`src/rtl/gpia_port_ctl.sv`:
```
// gpia_port_ctl: byte-wide GPIA port controller.
// Holds the OUT and DDR registers, synchronises the raw pins, and exposes
// everything over a single-cycle-ack register bus.
// Optional per-bit edge interrupts are built when GPIA_EDGE_IRQ_EN is defined.
module gpia_port_ctl (
    input  logic       clk_i,
    input  logic       reset_i,
    input  logic       cyc_i,
    input  logic       stb_i,
    input  logic       we_i,
    input  logic [2:0] adr_i,
    input  logic [7:0] dat_i,
    output logic [7:0] dat_o,
    output logic       ack_o,
    input  logic [7:0] pin_i,
    output logic [7:0] out_o,
    output logic [7:0] ddr_o,
    output logic [7:0] inp_o,
    output logic       irq_o
);

    localparam logic [2:0] ADR_OUT  = 3'd0;
    localparam logic [2:0] ADR_DDR  = 3'd1;
    localparam logic [2:0] ADR_IN   = 3'd2;
    localparam logic [2:0] ADR_PEND = 3'd3;
    localparam logic [2:0] ADR_IEN  = 3'd4;
    localparam logic [2:0] ADR_EDGE = 3'd5;

    logic [7:0] out_q, out_d;
    logic [7:0] ddr_q, ddr_d;
    logic [7:0] sync1_q, sync1_d;
    logic [7:0] sync2_q, sync2_d;
    logic [7:0] dat_q, dat_d;
    logic       ack_q, ack_d;

    logic       req;
    logic       wr_en;
    logic       rd_en;
    logic [7:0] in_val;
    logic [7:0] rdata;

`ifdef GPIA_EDGE_IRQ_EN
    logic [7:0] sync3_q, sync3_d;
    logic [7:0] pend_q, pend_d;
    logic [7:0] ien_q, ien_d;
    logic [7:0] edge_q, edge_d;
    logic       irq_q, irq_d;
    logic [7:0] rise_evt;
    logic [7:0] fall_evt;
    logic [7:0] evt;
    logic [7:0] clr;
`endif

    // Two-stage pin synchroniser; sync2 is the value the rest of the block trusts.
    always_comb begin
        sync1_d = pin_i;
        sync2_d = sync1_q;
    end

    // Bus decode: accept only while ack is low so a held strobe alternates ack.
    always_comb begin
        req    = cyc_i & stb_i & ~ack_q;
        wr_en  = req & we_i;
        rd_en  = req & ~we_i;
        ack_d  = req;

        out_d = out_q;
        ddr_d = ddr_q;
        if (wr_en && adr_i == ADR_OUT) out_d = dat_i;
        if (wr_en && adr_i == ADR_DDR) ddr_d = dat_i;

        // Output bits read back the driven value, input bits the synchronised pin.
        in_val = (ddr_q & out_q) | (~ddr_q & sync2_q);

        rdata = 8'h00;
        case (adr_i)
            ADR_OUT:  rdata = out_q;
            ADR_DDR:  rdata = ddr_q;
            ADR_IN:   rdata = in_val;
`ifdef GPIA_EDGE_IRQ_EN
            ADR_PEND: rdata = pend_q;
            ADR_IEN:  rdata = ien_q;
            ADR_EDGE: rdata = edge_q;
`endif
            default:  rdata = 8'h00;
        endcase

        // Read data is captured on acceptance and held until the next read.
        dat_d = rd_en ? rdata : dat_q;
    end

    // Core registers; reset also drops an in-flight ack and discards its write.
    always_ff @(posedge clk_i or posedge reset_i) begin
        if (reset_i) begin
            out_q   <= 8'h00;
            ddr_q   <= 8'h00;
            sync1_q <= 8'h00;
            sync2_q <= 8'h00;
            dat_q   <= 8'h00;
            ack_q   <= 1'b0;
        end else begin
            out_q   <= out_d;
            ddr_q   <= ddr_d;
            sync1_q <= sync1_d;
            sync2_q <= sync2_d;
            dat_q   <= dat_d;
            ack_q   <= ack_d;
        end
    end

`ifdef GPIA_EDGE_IRQ_EN
    // Edge detect on sync2 vs sync3; only input bits may raise a pending flag.
    always_comb begin
        sync3_d  = sync2_q;
        rise_evt = sync2_q & ~sync3_q;
        fall_evt = ~sync2_q & sync3_q;
        evt      = ((edge_q & fall_evt) | (~edge_q & rise_evt)) & ~ddr_q;

        clr    = (wr_en && adr_i == ADR_PEND) ? dat_i : 8'h00;
        // A new event beats a write-1-clear on the same bit.
        pend_d = (pend_q & ~clr) | evt;

        ien_d  = (wr_en && adr_i == ADR_IEN)  ? dat_i : ien_q;
        edge_d = (wr_en && adr_i == ADR_EDGE) ? dat_i : edge_q;
        irq_d  = |(pend_q & ien_q);
    end

    // Interrupt state registers.
    always_ff @(posedge clk_i or posedge reset_i) begin
        if (reset_i) begin
            sync3_q <= 8'h00;
            pend_q  <= 8'h00;
            ien_q   <= 8'h00;
            edge_q  <= 8'h00;
            irq_q   <= 1'b0;
        end else begin
            sync3_q <= sync3_d;
            pend_q  <= pend_d;
            ien_q   <= ien_d;
            edge_q  <= edge_d;
            irq_q   <= irq_d;
        end
    end

    assign irq_o = irq_q;
`else
    assign irq_o = 1'b0;
`endif

    assign dat_o = dat_q;
    assign ack_o = ack_q;
    assign out_o = out_q;
    assign ddr_o = ddr_q;
    assign inp_o = sync2_q;

endmodule

```
`config.mk`:
```
export PLATFORM = sky130hd
export DESIGN_NAME = gpia_port_ctl
export DESIGN_NICKNAME = d
export VERILOG_FILES = /design/src/rtl/gpia_port_ctl.sv
export SDC_FILE = /design/constraint.sdc
export NUM_CORES = 1
export LEC_CHECK = 0
export ABC_CLOCK_PERIOD_IN_PS = 3800
export BUFFER_PORTS_ARGS = -buffer_cell sky130_fd_sc_hd__buf_2
export CORE_UTILIZATION = 30
export DETAILED_ROUTE_END_ITERATION = 10
export GPL_TIMING_DRIVEN = 0
export SLEW_MARGIN = 15
export SYNTH_ARGS = -nofsm -noshare
export SYNTH_HDL_FRONTEND = slang
export SYNTH_SLANG_ARGS = --single-unit
```
`constraint.sdc`:
```
create_clock -name clk_i -period 3.8 [get_ports clk_i]
set_input_delay 0.19 -clock clk_i [delete_from_list [all_inputs] [get_ports clk_i]]
set_output_delay 0.19 -clock clk_i [all_outputs]
set_load 0.05 [all_outputs]
```
# [Yosys cells after proc, flatten, opt, wreduce, memory -nomap -nowiden]
# Cells that the tools add are included.
[word_totals] in_bits=24 register_bits=41 wordCells=22
[op_classes] reduce_logical=3 bitwise=10 n_eq_ne=2 n_mux=1
[ops] cell="$pmux W8 S3" count=1
[ops] cell="$and A8 B8 Y8" count=2
[ops] cell="$not A8 Y8" count=1
[ops] cell="$or A8 B8 Y8" count=1
[ops] cell="$and A1 B1 Y1" count=4
[ops] cell="$eq A3 B1 Y1 const B" count=1
[ops] cell="$eq A3 B2 Y1 const B" count=1
[ops] cell="$logic_not A3 Y1" count=1
[ops] cell="$logic_and A1 B1 Y1" count=2
[ops] cell="$not A1 Y1" count=2

# [Logic depth before layout (Yosys ltp)]
# Gate-level depths: netlist of the first run.
[depth] ltp_word=4 mapped_depth=6 mapped_depth_nobuf=4

# [Least setup slack after synthesis of the first run]
# OpenSTA, ideal clock, no wires.
[synth_path] kind="reg2reg" from="register ack_q (netlist: ack_o)" to="register out_q[0] (netlist: out_o[0])" required_ns=3.675 path_slack_ns=1.985 stages_incl_launch_ff=6 period_less_slack_ns=1.815 setup_time_ns=0.125 arrival_time_ns=1.690 n_path_buf=1 path_cell_list="dfrtp_1 nand3b_4 nor4b_2 and2_1 buf_6 mux2_2"
[synth_via] elab_chain_cells=4
[synth_lines] element="from (decl)" line="34" text="logic ack_q, ack_d;"
[synth_lines] element="from (signal assigned)" line="107" text="ack_q <= ack_d;"
[synth_lines] element="$not A1 Y1" line="62" text="req = cyc_i & stb_i & ~ack_q;"
[synth_lines] element="$and A1 B1 Y1" line="62"
[synth_lines] element="$and A1 B1 Y1" line="63" text="wr_en = req & we_i;"
[synth_lines] element="$logic_and A1 B1 Y1" line="69" text="if (wr_en && adr_i == ADR_OUT) out_d = dat_i;"
[synth_lines] element="to (signal assigned)" line="102" text="out_q <= out_d;"
[synth_lines] element="to (decl)" line="29" text="logic [7:0] out_q, out_d;"
# No other way between the ends.
# A chain may end at the register's enable or synchronous reset.

# [Worst setup path after layout of the first run]
[layout_path] from="register ack_q (netlist: ack_o)" to="register out_q[3] (netlist: out_o[3])"
# The elaborated chain is that of the path after synthesis.

==> results of run 1 <==
[sequential cells by signal, indices dropped and copies added (netlist names)]
name     cells
dat_o        8
ddr_o        8
inp_o        8
out_o        8
sync1_q      8
ack_o        1
[power by group through the flow]
| stage | Sequential, µW | Combinational (µW) | Clock (µW) |
|---|---|---|---|
| after floorplan | 687 | 86.7 | 0 |
| after global placement | 533 | 321 | 0 |
| after detailed placement | 534 | 329 | 0 |
| after CTS | 524 | 336 | 318 |
| after global routing | 533 | 354 | 333 |
| final | 524 | 334 | 305 |
[routing by layer]
| metal | part of all wire [%] | up-vias |
|---|---|---|
| met5 | 0 | - |
| met1 | 42 | 572 |
| met3 | 5.3 | 6 |
| met2 | 51 | 37 |
| li1 | - | 590 |
| met4 | 2.0 | 0 |
[worst max-delay path, delay by kind of cell (launching register included)]
family,cells,cell delay (ps)
buf+inv,1,150
flops,1,370
simple gates,3,670
mux,1,340
[area by class of cell]
cell class | instances | area [µm²]
sequential | 41 | 1030
clock buffer | 7 | 96.3
tap | 70 | 87.6
timing repair buffer | 64 | 388
buffer | 7 | 48.8
inverter | 10 | 37.5
clock inverter | 1 | 5.00
multi-input combinational | 73 | 529
fill | 501 | 2950
[what timing repair did]
item,in CTS,in global routing
hold endpoints to repair,30,0
endpoints found under the setup margin,0,0
hold buffers,9,0
[kinds of logic after synthesis]
| group | synth area share, % |
|---|---|
| AO/OA/AOI/OAI | 12.0 |
| flip-flops | 62.5 |
| AND/OR/NAND/NOR | 8.46 |
| other | 0.228 |
| multiplexers | 11.6 |
| buffers and inverters | 5.26 |
[path summary, 6_finish.rpt]
check / startpoint / to / cells after the start
setup / recovery: ack_o$_DFF_PP0_ / out_o[3]$_DFFE_PP0P_ / 5
hold / removal: dat_i[0] / out_o[0]$_DFFE_PP0P_ / 2
setup reg to reg: ack_o$_DFF_PP0_ / out_o[3]$_DFFE_PP0P_ / 5
hold reg to reg: sync1_q[3]$_DFF_PP0_ / inp_o[3]$_DFF_PP0_ / 0
max in group asynchronous: reset_i / ddr_o[7]$_DFFE_PP0P_ / 4
min in group asynchronous: reset_i / sync1_q[6]$_DFF_PP0_ / 3
[synth_stat cells]
library cell and number:
a22oi_1 5, a221oi_1 2, buf_4 1, o21ai_1 7, dfrtp_1 41, nand2b_1 1
clkbuf_1 1, buf_2 3, a21oi_1 1, nand2_2 1, nor2_1 1, nand3b_4 1
nand2_1 15, mux2_2 16, o22a_1 1, o21ai_2 1, conb_1 1, nor3_1 2
mux2i_1 1, or2_1 1, and3b_1 1, o21ai_0 7, a211o_4 1, o22ai_1 5
buf_6 2, nor4b_2 1, and2_1 1, inv_1 10
[through the flow]
| step | cells | setup WS (ps) |
|---|---|---|
| finish | 273 | 2160 |
| global route | 273 | 2070 |
| CTS | 273 | 2140 |
| detailed placement | 256 | 2150 |
| global placement | 255 | 2140 |
| floorplan | 131 | 1980 |
==> flow_summary.yaml, run 1 <==
floorplanning:
  fp-row-count: 26
  pin_count: 58
  die_area_um2: 5770
  core_area_um2: 5170
  die_w_um: 76.0
  die_y_um: 76.0
  start_util_pct: 31.7
pwr:
  combPwrFrac_pct: 28.7
  clkPwrFrac_pct: 26.2
  ir_worst_vdd_v: 0.000158
  swShare_pct: 35.7
  seq_power_share_pct: 45.1
  p_switching_uw: 415
  p_per_area_nw_per_um2: 524
  intPower_uw: 747
  total_power_uw: 1160
  p_leak_uw: 0.00112
logic_synthesis:
  yosysUniqueCellTypes: 28
  netlist_instances: 131
  synth_seq_cells: 41
  synth_top_area_share_pct: 62.5
  syn_avg_cell_area_um2: 12.5
  synth_warnings: 0
  netlist_area_um2: 1640
  seq_area_frac_synth_pct: 62.5
  synthesis.nets: 155
  synth_top_cells_by_area: "dfrtp_1 (63%), mux2_2 (11%), nand2_1 (3.4%)"
  yosysTopAreaCell: "dfrtp_1"
clocking:
  cts_tree: "yes"
  ctsResizeCount: 0
  numCtsBuffers: 5
  htree_levels: 2
  clock_path_buffers: 2
  numClockSinks: 41
  clk_latency_ps: 290
  path_clk_slew_ps: 70
  postCtsSetupRepairBufs: 0
  cts_root_buf: "clkbuf_8"
placed_design:
  numPortBuffers: 54
  gp_congestion: 0.702
  hpwlAfterDp_um: 2550
  place_area_um2: 2030
global_route:
  grt_start_max_net_pins: 24
  first_global_vias: 1240
  antenna_found_initial: 0
  track_usage_pct: 13.4
  busiest_layer: "met2"
  use_met1_pct: 15.4
  grt_pass1_wl_um: 6010
  gr-total-overflow: 0
  use_met3_pct: 4.55
  grt_util_met2_pct: 22.5
run_status:
  outcome: "finished, final reports clean"
route:
  vias: 1205
  routed_via_density: 4.41
  drtIter0Drc: 67
  dr.pass1.iters: 4
  antenna_left: 0
  drc_errors: 0
  wirelength_um: 3500
  wl_per_cell_um: 12.8
cells_and_area:
  stdcell_area_um2: 2220
  layout-drive-gt1-share_pct: 44.8
  synthToLayoutAreaGrowth_pct: 35.1
  antenna_cells: 0
  utilization_pct: 42.9
  layout_commonest_cell: "buf_2"
  final_nets: 226
  layout_common_cells: "buf_2 (57), dfrtp_1 (41), mux2_2 (16), nand2_1 (15)"
timing:
  maxSlewHeadroom_pct: 66.1
  min_period_ps: 1640
  hold_violations: 0
  clock.fmax_mhz: 608
  tns_ps: 0
  slew_violations: 0
  finClkSkew_ps: 3.52
  fin_hold_ws_ps: 138
  tightest_slew_ps: 508
  setup_viol_count_final: 0
  period_share_pct: 43.3
  rsz0062_at_grt: "false"
job:
  maxCapViolations: 0
critical_path:
  max_stage_delay_ps: 370
  critPathSlowestCell: "dfrtp_1"
  crit_path_max_fanout: 8
  crit_path_start_kind: "register"
  setup.worst_path.class: "register to register"
  required_ps: 3980
  reg2reg_slack_ps: 2160
  cp.arrival_ps: 1820
  endpoint_kind: "register"
  crit_chain: "nand3b_4, nor4b_2, and2_1, buf_6, mux2_2"
hold_path:
  hold_path_class: "input port to register"
No activity file was read; power rests on OpenSTA's default activity.
==> run 2: changes to the inputs <==
--- a/config.mk
+++ b/config.mk
@@ -5,7 +5,8 @@
 export SDC_FILE = /design/constraint.sdc
 export NUM_CORES = 1
 export LEC_CHECK = 0
-export ABC_CLOCK_PERIOD_IN_PS = 3800
+export ABC_AREA = 1
+export ABC_CLOCK_PERIOD_IN_PS = 1400
 export BUFFER_PORTS_ARGS = -buffer_cell sky130_fd_sc_hd__buf_2
 export CORE_UTILIZATION = 30
 export DETAILED_ROUTE_END_ITERATION = 10
==> constraint.sdc (replaced) <==
create_clock -name clk_i -period 1.4 [get_ports clk_i]
set_input_delay 0.07 -clock clk_i [delete_from_list [all_inputs] [get_ports clk_i]]
set_output_delay 0.07 -clock clk_i [all_outputs]
set_load 0.05 [all_outputs]
==> flow_summary.yaml, run 2 <==
run_status:
  outcome: "finished, final reports clean"
critical_path:
  setup.worst_path.class: "register to register"
  endpoint_kind: "register"
  reg2reg_slack_ps: 90
  crit_path_max_fanout: 10
  crit_path_start_kind: "register"
  reg2reg_depth: 5
  crit_path_start: "ack_o$_DFF_PP0_"
  endpoint: "ddr_o[3]$_DFFE_PP0P_"
  r2r_start: "ack_o$_DFF_PP0_"
  required_ps: 1570
  cp.arrival_ps: 1470
  r2r-end: "ddr_o[3]$_DFFE_PP0P_"
  critPathSlowestCell: "dfrtp_2"
  crit_chain: "nor2_2, nand2_4, nor2_4, buf_6, o21ai_0"
  max_stage_delay_ps: 410
clocking:
  htree_levels: 2
  clk_latency_ps: 290
  numClockSinks: 41
  path_clk_slew_ps: 80
  cts_root_buf: "clkbuf_8"
  numCtsBuffers: 5
  clock_path_buffers: 2
  cts_tree: "yes"
floorplanning:
  pin_count: 58
  die_area_um2: 5990
  fp-row-count: 27
  start_util_pct: 31.0
  die_y_um: 77.4
  core_area_um2: 5510
  die_w_um: 77.4
route:
  vias: 1484
  wl_per_cell_um: 11.8
  drc_errors: 0
  wirelength_um: 4030
  antenna_left: 0
  routed_via_density: 4.35
  drtIter0Drc: 31
  dr.pass1.iters: 4
cells_and_area:
  layout-drive-gt1-share_pct: 32.3
  multi_input_area_um2: 611
  seq_area_um2: 1030
  final_nets: 292
  layout_commonest_cell: "nand2_1"
  antenna_cells: 0
  layout_common_cells: "nand2_1 (80), buf_2 (57), dfrtp_1 (40), nand3_1 (24)"
  synthToLayoutAreaGrowth_pct: 38.0
  nFillCells: 591
global_route:
  track_usage_pct: 14.5
  grt_pass1_wl_um: 6570
  use_met3_pct: 3.88
  first_global_vias: 1382
  grt_start_max_net_pins: 29
  use_met1_pct: 19.3
  grt_util_met2_pct: 22.4
  busiest_layer: "met2"
  antenna_found_initial: 0
  gr-total-overflow: 0
timing:
  min_period_ps: 1310
  setup_viol_count_final: 0
  rsz0062_at_grt: "false"
  tns_ps: 0
  slew_violations: 0
  fin_hold_ws_ps: 3.79
  finClkSkew_ps: 6.32
  period_share_pct: 93.2
  hold_violations: 0
  clock.fmax_mhz: 766
pwr:
  ir_worst_vdd_v: 0.000611
  p_per_area_nw_per_um2: 1430
  p_leak_uw: 0.00125
logic_synthesis:
  syn_avg_cell_area_um2: 9.02
  synth_warnings: 0
  yosysTopAreaCell: "dfrtp_1"
  netlist_instances: 189
  yosysUniqueCellTypes: 14
  synth_top_cells_by_area: "dfrtp_1 (60%), nand2_1 (18%), nand3_1 (7.0%)"
  synth_common_cells: "nand2_1 (80), dfrtp_1 (41), nand3_1 (24)"
  seq_area_frac_synth_pct: 60.2
  synth_edf_count: 0
  synthesis.nets: 213
  synth-main-ff-cell: "dfrtp_1"
  netlist_area_um2: 1710
  synth.most_common_cell: "nand2_1"
  async_flop_share_pct: 100
  synth_top_area_share_pct: 60.2
  synth_seq_cells: 41
job:
  maxCapViolations: 0
placed_design:
  gp_congestion: 0.769
  hpwlAfterDp_um: 2870
  numPortBuffers: 55
hold_path:
  hold_path_class: "input port to register"
==> run 2: per-stage QoR <==
step | utilization [%] | std cells | setup WS, ps | instance area (µm²) | power (µW)
2_1_floorplan | - | 189 | 81.5 | 1710 | 2230
3_3_place_gp | 37.6 | 316 | -346 | 2070 | 2500
3_5_place_dp | 38.0 | 317 | -9.13 | 2090 | 2520
4_1_cts | 42.5 | 340 | 44.9 | 2340 | 3400
5_1_grt | 42.7 | 341 | 11.7 | 2350 | 3540
6_report | 42.7 | 341 | 94.9 | 2350 | 3360
==> run 2: area by class of cell <==
class                      count  share of cell area (%)
clock buffer                   7                    4.09
timing repair buffer          72                    19.1
inverter                      12                    1.91
tap                           72                    3.83
buffer                         4                    1.22
clock inverter                 1                   0.213
multi-input combinational    132                    25.9
sequential                    41                    43.6
==> run 2: worst min-delay path by stage <==
stage                         from  cells past startpoint  slack (ps)                   end
after global placement    pin_i[3]                      1         180  sync1_q[3]$_DFF_PP0_
after detailed placement   reset_i                      2          50  sync1_q[4]$_DFF_PP0_
after floorplan           pin_i[0]                      0         100  sync1_q[0]$_DFF_PP0_
final                     dat_i[1]                      3           4  ddr_o[1]$_DFFE_PP0P_
after CTS                 dat_i[0]                      3           3  ddr_o[0]$_DFFE_PP0P_
after global routing      dat_i[1]                      3           4  ddr_o[1]$_DFFE_PP0P_
==> run 2: power breakdown <==
part / switching (µW) / internal [µW]
sequential: 124 / 1340
combinational: 793 / 258
clock: 399 / 446
==> run 2: what timing repair did <==
| item | 4_1_cts | 5_1_grt |
|---|---|---|
| pin swaps | 1 | 0 |
| buffers inserted | 2 | 0 |
| cloned | 0 | 0 |
| hold buffers | 13 | 1 |
| endpoints found under the setup margin | 6 | 8 |
| resized for setup | 0 | 2 |
| hold endpoints to repair | 25 | 1 |
==> run 2: metal layers <==
| layer | share of wire [%] | vias up | routed length (µm) |
|---|---|---|---|
| met3 | 5.6 | 5 | 226 |
| met4 | 1.2 | 0 | 48 |
| met5 | 0 | - | 0 |
| li1 | - | 754 | - |
| met1 | 49 | 677 | 1960 |
| met2 | 45 | 48 | 1800 |
==> run 2: critical path, delay by kind of cell (launching register included) <==
kind	cells	cell delay (ps)
compound gates	1	90
simple gates	3	510
buf+inv	1	170
flops	1	410
==> run 2: kinds of logic (layout without fill, tap and decap cells) <==
logic type             after synthesis  in the layout  share of synthesized area (%)
other                                1              1                          0.220
AO/OA/AOI/OAI                       16             16                           5.14
AND/OR/NAND/NOR                    115            115                           30.2
buffers and inverters               16             96                           4.33
flip-flops                          41             41                           60.2
